`src/rtl/pipe_add_sub_pkg.sv`:
```
// Shared constants and the per-stage record for the segmented add/sub pipeline.
// Latency: n/a (types and helpers only).
// Backpressure: n/a.
package pipe_add_sub_pkg;

  localparam int DEF_WIDTH = 16;
  localparam int DEF_SEG   = 4;

  // Control bits that ride along with each pipeline slot.
  //   valid : slot holds a live operation
  //   sub   : operation is a subtract (kept for the slot's lifetime)
  //   carry : carry out of the most recently completed segment
  //   cmsb  : carry into the top bit of the most recently completed segment
  //   a_msb : sign of operand a, needed to pick the saturation direction
  typedef struct packed {
    logic valid;
    logic sub;
    logic carry;
    logic cmsb;
    logic a_msb;
  } stage_ctl_t;

  // Full per-stage record at the default width. The partial sum fills from
  // the top as segments complete; the remaining operand bits drain from the
  // bottom, so the next segment to add always sits at bit 0.
  typedef struct packed {
    stage_ctl_t                 ctl;
    logic [DEF_WIDTH-1:0]       part;
    logic [DEF_WIDTH-1:0]       a_rem;
    logic [DEF_WIDTH-1:0]       b_rem;
  } stage_rec_t;

  // Number of pipeline stages for a given width / segment size.
  function automatic int stage_count(input int width, input int seg);
    return width / seg;
  endfunction

endpackage

```
`src/rtl/pipe_add_sub_seg_adder.sv`:
```
// Combinational SEG-bit ripple-carry adder used by every pipeline stage.
// Latency: 0 cycles (pure combinational).
// Backpressure: none; the enclosing stage register decides when to capture.
module seg_adder #(
  parameter int SEG = 4
) (
  input  logic [SEG-1:0] i_a,
  input  logic [SEG-1:0] i_b,
  input  logic           i_ci,
  output logic [SEG-1:0] o_s,
  output logic           o_co,
  output logic           o_cmsb
);

  logic [SEG:0] w_c;

  // Chain of full adders; w_c[i] is the carry into bit i.
  always_comb begin
    w_c    = '0;
    o_s    = '0;
    w_c[0] = i_ci;
    for (int i = 0; i < SEG; i++) begin
      o_s[i]   = i_a[i] ^ i_b[i] ^ w_c[i];
      w_c[i+1] = (i_a[i] & i_b[i]) | (w_c[i] & (i_a[i] ^ i_b[i]));
    end
  end

  assign o_co   = w_c[SEG];
  assign o_cmsb = w_c[SEG-1];

endmodule

```
`src/rtl/pipe_add_sub.sv`:
```
// Segmented pipelined add/subtract with carry, signed overflow and optional saturation (PIPE_ADD_SUB_SAT_EN).
// Latency: WIDTH/SEG cycles from acceptance to out_valid; one result per cycle when not stalled.
// Backpressure: whole pipe freezes when out_valid=1 and out_ready=0; in_ready mirrors the advance enable.
module pipe_add_sub
  import pipe_add_sub_pkg::*;
#(
  parameter int WIDTH = DEF_WIDTH,
  parameter int SEG   = DEF_SEG
) (
  input  logic             clk,
  input  logic             rst,
  input  logic             in_valid,
  output logic             in_ready,
  input  logic [WIDTH-1:0] a,
  input  logic [WIDTH-1:0] b,
  input  logic             cin,
  input  logic             sub,
  output logic             out_valid,
  input  logic             out_ready,
  output logic [WIDTH-1:0] sum,
  output logic             cout,
  output logic             ovf
);

  localparam int STAGES = stage_count(WIDTH, SEG);

  if ((WIDTH % SEG) != 0 || STAGES < 1) begin : g_bad_cfg
    $error("pipe_add_sub: WIDTH must be a positive multiple of SEG");
  end

  // Same layout as stage_rec_t, sized for this instance's WIDTH.
  typedef struct packed {
    stage_ctl_t       ctl;
    logic [WIDTH-1:0] part;
    logic [WIDTH-1:0] a_rem;
    logic [WIDTH-1:0] b_rem;
  } rec_t;

  rec_t r_pipe [STAGES];
  rec_t w_last;
  logic w_adv;
  logic w_ovf;

  assign w_last = r_pipe[STAGES-1];

  // The pipe moves as a single unit: it advances whenever the output slot is
  // empty or being drained this cycle, so bubbles are squeezed only at the end.
  assign w_adv    = out_ready | ~w_last.ctl.valid;
  assign in_ready = w_adv;

  genvar k;
  for (k = 0; k < STAGES; k++) begin : g_stage
    rec_t                 w_d;
    rec_t                 w_nxt;
    logic [SEG-1:0]       w_s;
    logic                 w_co;
    logic                 w_cmsb;
    logic [WIDTH+SEG-1:0] w_cat;

    if (k == 0) begin : g_head
      // Load a fresh slot: subtract is a + ~b + ~cin, so invert b and cin here
      // and let every later stage treat the op as a plain add.
      always_comb begin
        w_d           = '0;
        w_d.ctl.valid = in_valid;
        w_d.ctl.sub   = sub;
        w_d.ctl.carry = cin ^ sub;
        w_d.ctl.a_msb = a[WIDTH-1];
        w_d.a_rem     = a;
        w_d.b_rem     = b ^ {WIDTH{sub}};
      end
    end else begin : g_body
      assign w_d = r_pipe[k-1];
    end

    seg_adder #(
      .SEG (SEG)
    ) u_seg (
      .i_a    (w_d.a_rem[SEG-1:0]),
      .i_b    (w_d.b_rem[SEG-1:0]),
      .i_ci   (w_d.ctl.carry),
      .o_s    (w_s),
      .o_co   (w_co),
      .o_cmsb (w_cmsb)
    );

    // New segment enters at the top of the partial sum; after the last stage
    // the segments have shifted down into their final bit positions.
    assign w_cat = {w_s, w_d.part};

    // Next slot contents: consumed operand segment drops off the bottom.
    always_comb begin
      w_nxt           = w_d;
      w_nxt.ctl.carry = w_co;
      w_nxt.ctl.cmsb  = w_cmsb;
      w_nxt.part      = WIDTH'(w_cat >> SEG);
      w_nxt.a_rem     = w_d.a_rem >> SEG;
      w_nxt.b_rem     = w_d.b_rem >> SEG;
    end

    // Stage register: reset clears everything, otherwise capture only on advance.
    always_ff @(posedge clk) begin
      if (rst) begin
        r_pipe[k] <= '0;
      end else if (w_adv) begin
        r_pipe[k] <= w_nxt;
      end
    end
  end

  // Signed overflow: carry into the MSB disagrees with carry out of it.
  assign w_ovf     = w_last.ctl.carry ^ w_last.ctl.cmsb;
  assign out_valid = w_last.ctl.valid;
  assign cout      = w_last.ctl.carry;
  assign ovf       = w_ovf;

`ifdef PIPE_ADD_SUB_SAT_EN
  // Clamp toward the sign of a: positive overflow -> max, negative -> min.
  assign sum = w_ovf ? {w_last.ctl.a_msb, {(WIDTH-1){~w_last.ctl.a_msb}}}
                     : w_last.part;
`else
  assign sum = w_last.part;
`endif

endmodule

```
`config.mk`:
```
export PLATFORM = sky130hd
export DESIGN_NAME = pipe_add_sub
export DESIGN_NICKNAME = d
export VERILOG_FILES = /design/src/rtl/pipe_add_sub_pkg.sv /design/src/rtl/pipe_add_sub_seg_adder.sv /design/src/rtl/pipe_add_sub.sv
export SDC_FILE = /design/constraint.sdc
export NUM_CORES = 1
export LEC_CHECK = 0
export ABC_AREA = 1
export CAP_MARGIN = 30
export CORE_AREA = 2 2 95 97
export CTS_CLUSTER_SIZE = 30
export DETAILED_ROUTE_END_ITERATION = 6
export DIE_AREA = 0 0 97 99
export MAX_ROUTING_LAYER = met4
export PLACE_DENSITY = 0.82
export SYNTH_ARGS = -nofsm -noshare
export SYNTH_HDL_FRONTEND = slang
export SYNTH_HIERARCHICAL = 1
export SYNTH_SLANG_ARGS = --single-unit
```
`constraint.sdc`:
```
create_clock -name clk -period 4.6 [get_ports clk]
set_input_delay 0.69 -clock clk [delete_from_list [all_inputs] [get_ports clk]]
set_output_delay 0.69 -clock clk [all_outputs]
set_load 0.03 [all_outputs]
```
# == Word level (Yosys, flattened, before mapping) ==
# Memories as Yosys holds them, arrays and structs flattened.
# Index checks and enable logic that the tools add are counted.
# op_classes
n_mux,9
bitwise,89
# ops
cell,n
2-to-1 mux 45 bit,4
XOR 1 bit,34
AND 1 bit,32
bitwise OR 1 bit,21
XOR 16 bit,1
2-to-1 mux 1 bit,5
NOT 1 bit,1
# totals
register_bits,0
ram_bits,180
input_bits,38
output_inout_bits,20
word_cells,99
memories,1
# memory_table
memory,depth,word_bits,rd,rd_ports_with_merged_regs,wr,line,rtl
r_pipe,4,45,4,0,4,pipe_add_sub.sv:39,rec_t r_pipe [STAGES];

# == Logic depth before layout (Yosys ltp) ==
# logic_depth
depth_word,11
ltp_mapped,11
ltp_nobuf,9

# == Modules after synthesis ==
# Netlist, hierarchy kept.
# modules_own_cells
mod,instances,cells_per_inst,area_per_inst_um2
pipe_add_sub,1,368,4164.0
seg_adder,4,12,110.1

# == Least setup slack after synthesis ==
# No wires, ideal clock.
# synth_timing
path_kind,input -> register
startpoint,input rst
endpoint,"memory r_pipe[0][0] (netlist name), enable pin"
setup_time_ps,1150
arrival_time_ps,2920
required_ps,3450
path_slack_ps,530
stages,2
n_path_buf,0
path_cell_list,inv_2 > nand3_1
# synth_lines
element,line,rtl
from (decl),pipe_add_sub.sv:11,"input logic rst,"
to (decl),pipe_add_sub.sv:39,

==> results.toml <==
[finish]
diodes = 0
regMostFlops = "r_pipe"
drive_above_1_share = 0.116
final_common_cell = "inv_1"
nets = 513
layout_common_cells = "inv_1, edfxtp_1, nor2_1, clkdlybuf4s50_1, nand2_1"
largest_reg_flops = 97
fin_util = 0.628
nFillCells = 669
area_growth_pct = 16.6
multi_input_area_um2 = 982
ff_latch_area_um2 = 2910
reg.largest.list = "r_pipe x97"

[synthesis]
syn_inst = 416
synth_seq_area_share = 0.633
yosys.area.top_type = "edfxtp_1"
ys_seq_elements = 97
synth_fp_nets = 470
ys_warn_count = 6
netlist_top_cells_area = "edfxtp_1, inv_1, fa_1"
synth_top_area_share = 0.633
synth_area_um2 = 4600
ys_types = 15
synth.avg_cell_area_um2 = 11.1

[pwr]
leakagePower_uw = 0.00238
switching_share = 0.224
switching_power_uw = 419
ir_drop_mv = 0.151
finalPower_uw = 1870
comb_power_share = 0.122
power.density_nw_per_um2 = 349
clkPwrFrac = 0.309
power_frac_seq = 0.569
internal_power_uw = 1450

[clock_tree]
cts_sinks = 97
clockBufferDepth = 2
cts_root_buf = "clkbuf_8"
cts_tree = "yes"
post_cts_buffers = 0
clkTransAtPathRegs_ps = 90
cts-htree-levels = 3
clkLatencyLatePin_ps = 350
hold_buffers = 0
cts_resized = 0
numCtsBuffers = 9

[timing]
rsz0062_at_grt = "false"
period_minus_slack_ps = 3070
drv_slew = 0
tns_ps = 0
max_slew_margin = 0.637
post-route-period-util = 0.667
skew_ps = 5.28
setup_viol = 0
tightest_slew_ps = 545
max_freq_mhz = 326
hold_viol_final = 0
hold_ws_ps = 542

[floorplanning]
die_y_um = 99
ioPinCount = 58
die_x_um = 97
core_area_um2 = 8550
start_util = 0.538
rows = 34
dieArea_um2 = 9600

[setup_path]
required_ps = 4700
rrSetupSlack_ps = 2290
r2r-start = "r_pipe[1][12]"
endpoint_kind = "flip-flop"
cp.arrival_ps = 3170
timing.rr.end = "r_pipe[2][39]"
crit_end = "r_pipe[0][39]"
critPathLaunchType = "primary input"
worstSetupPathType = "in -> reg"
startpoint = "sub"
worstPathMaxFanout = 18
ff2ff_path_depth = 8

[place]
finalWeightedCongestion = 0.765
numPortBuffers = 57
hpwl_mm = 3.87

[drt]
first_pass_iters = 4
wl_per_cell_um = 9.76
drcViolationCount = 0
routed_wl_mm = 5.58
dr_total_vias = 2398
via_per_inst = 4.19
drt-initial-drc-count = 87
postRouteAntennaNets = 0

[worst_hold_path]
hold_class = "reg -> reg"

[global_routing]
grt_pass1_vias = 2420
grt_max_degree = 58
track_usage = 0.135
grt.overflow.total = 0
grt_pass1_wl_mm = 10.0
antenna_found_initial = 0

[run]
max-cap-violations = 0

[status]
status = "finished, final reports clean"
## how the worst min path moves through the flow
stage / start / endpoint / slack, ps / depth (start not counted)
6_report: r_pipe[1][6] / r_pipe[2][2] / 540 / 2
5_1_grt: r_pipe[1][17] / r_pipe[2][13] / 570 / 2
4_1_cts: r_pipe[1][6] / r_pipe[2][2] / 550 / 2
3_5_place_dp: r_pipe[1][6] / r_pipe[2][2] / 530 / 2
3_3_place_gp: r_pipe[2][29] / r_pipe[3][25] / 520 / 2
2_1_floorplan: r_pipe[0][44] / r_pipe[1][44] / 520 / 2
## cell families after synthesis
| logic type | Yosys count | share of synthesized area |
|---|---|---|
| xor+xnor | 6 | 0.0114 |
| fa+ha+maj | 16 | 0.0696 |
| buf+inv | 161 | 0.157 |
| flops | 97 | 0.633 |
| simple gates | 136 | 0.130 |
## Yosys cell counts
cell type and number:
nand2_4 1, buf_2 7, xor2_1 6, inv_2 3
fa_1 16, nand3_1 1, nor2_2 30, buf_6 1
nand2_1 36, nor2_1 67, edfxtp_1 97, buf_4 18
buf_8 3, inv_1 129, nand2_2 1
## critical path: stages
cell             delay, ps
clkdlybuf4s50_1        450
buf_4                  230
xor2_1                 220
fa_1                   200
inv_1                   50
fa_1                   390
fa_1                   360
inv_1                   70
fa_1                   400
inv_1                   70
nor2_2                  40
## per-layer routing
layer | global-route usage | wire length [µm] | up-vias
met5 | - | 0 | -
met4 | 0.0758 | 144 | 0
met1 | 0.142 | 2380 | 1061
met2 | 0.239 | 2850 | 50
li1 | - | - | 1278
met3 | 0.0234 | 205 | 9
## per-stage QoR
| step | cell area (µm²) | instances | worst slack (ps) |
|---|---|---|---|
| 3_5_place_dp | 5160 | 556 | 1140 |
| 6_report | 5370 | 572 | 1530 |
| 2_1_floorplan | 4600 | 416 | 530 |
| 4_1_cts | 5370 | 572 | 1530 |
| 5_1_grt | 5370 | 572 | 1410 |
| 3_3_place_gp | 5110 | 554 | 1180 |
## area by class of cell
type,instances,share of cell area
clock buffers,11,0.0245
clock inverters,5,0.0149
inverters,132,0.0923
multi-input cells,158,0.183
flip-flops and latches,97,0.542
well taps,108,0.0252
repair buffers,61,0.118
## power groups by stage
| stage | sequential [µW] | combinational [µW] | clock [µW] |
|---|---|---|---|
| floorplan | 1080 | 169 | 0 |
| global placement | 1090 | 218 | 0 |
| detailed placement | 1090 | 229 | 0 |
| CTS | 1070 | 231 | 594 |
| global route | 1070 | 261 | 624 |
| finish | 1070 | 228 | 579 |
No activity file was read; power rests on OpenSTA's default activity.
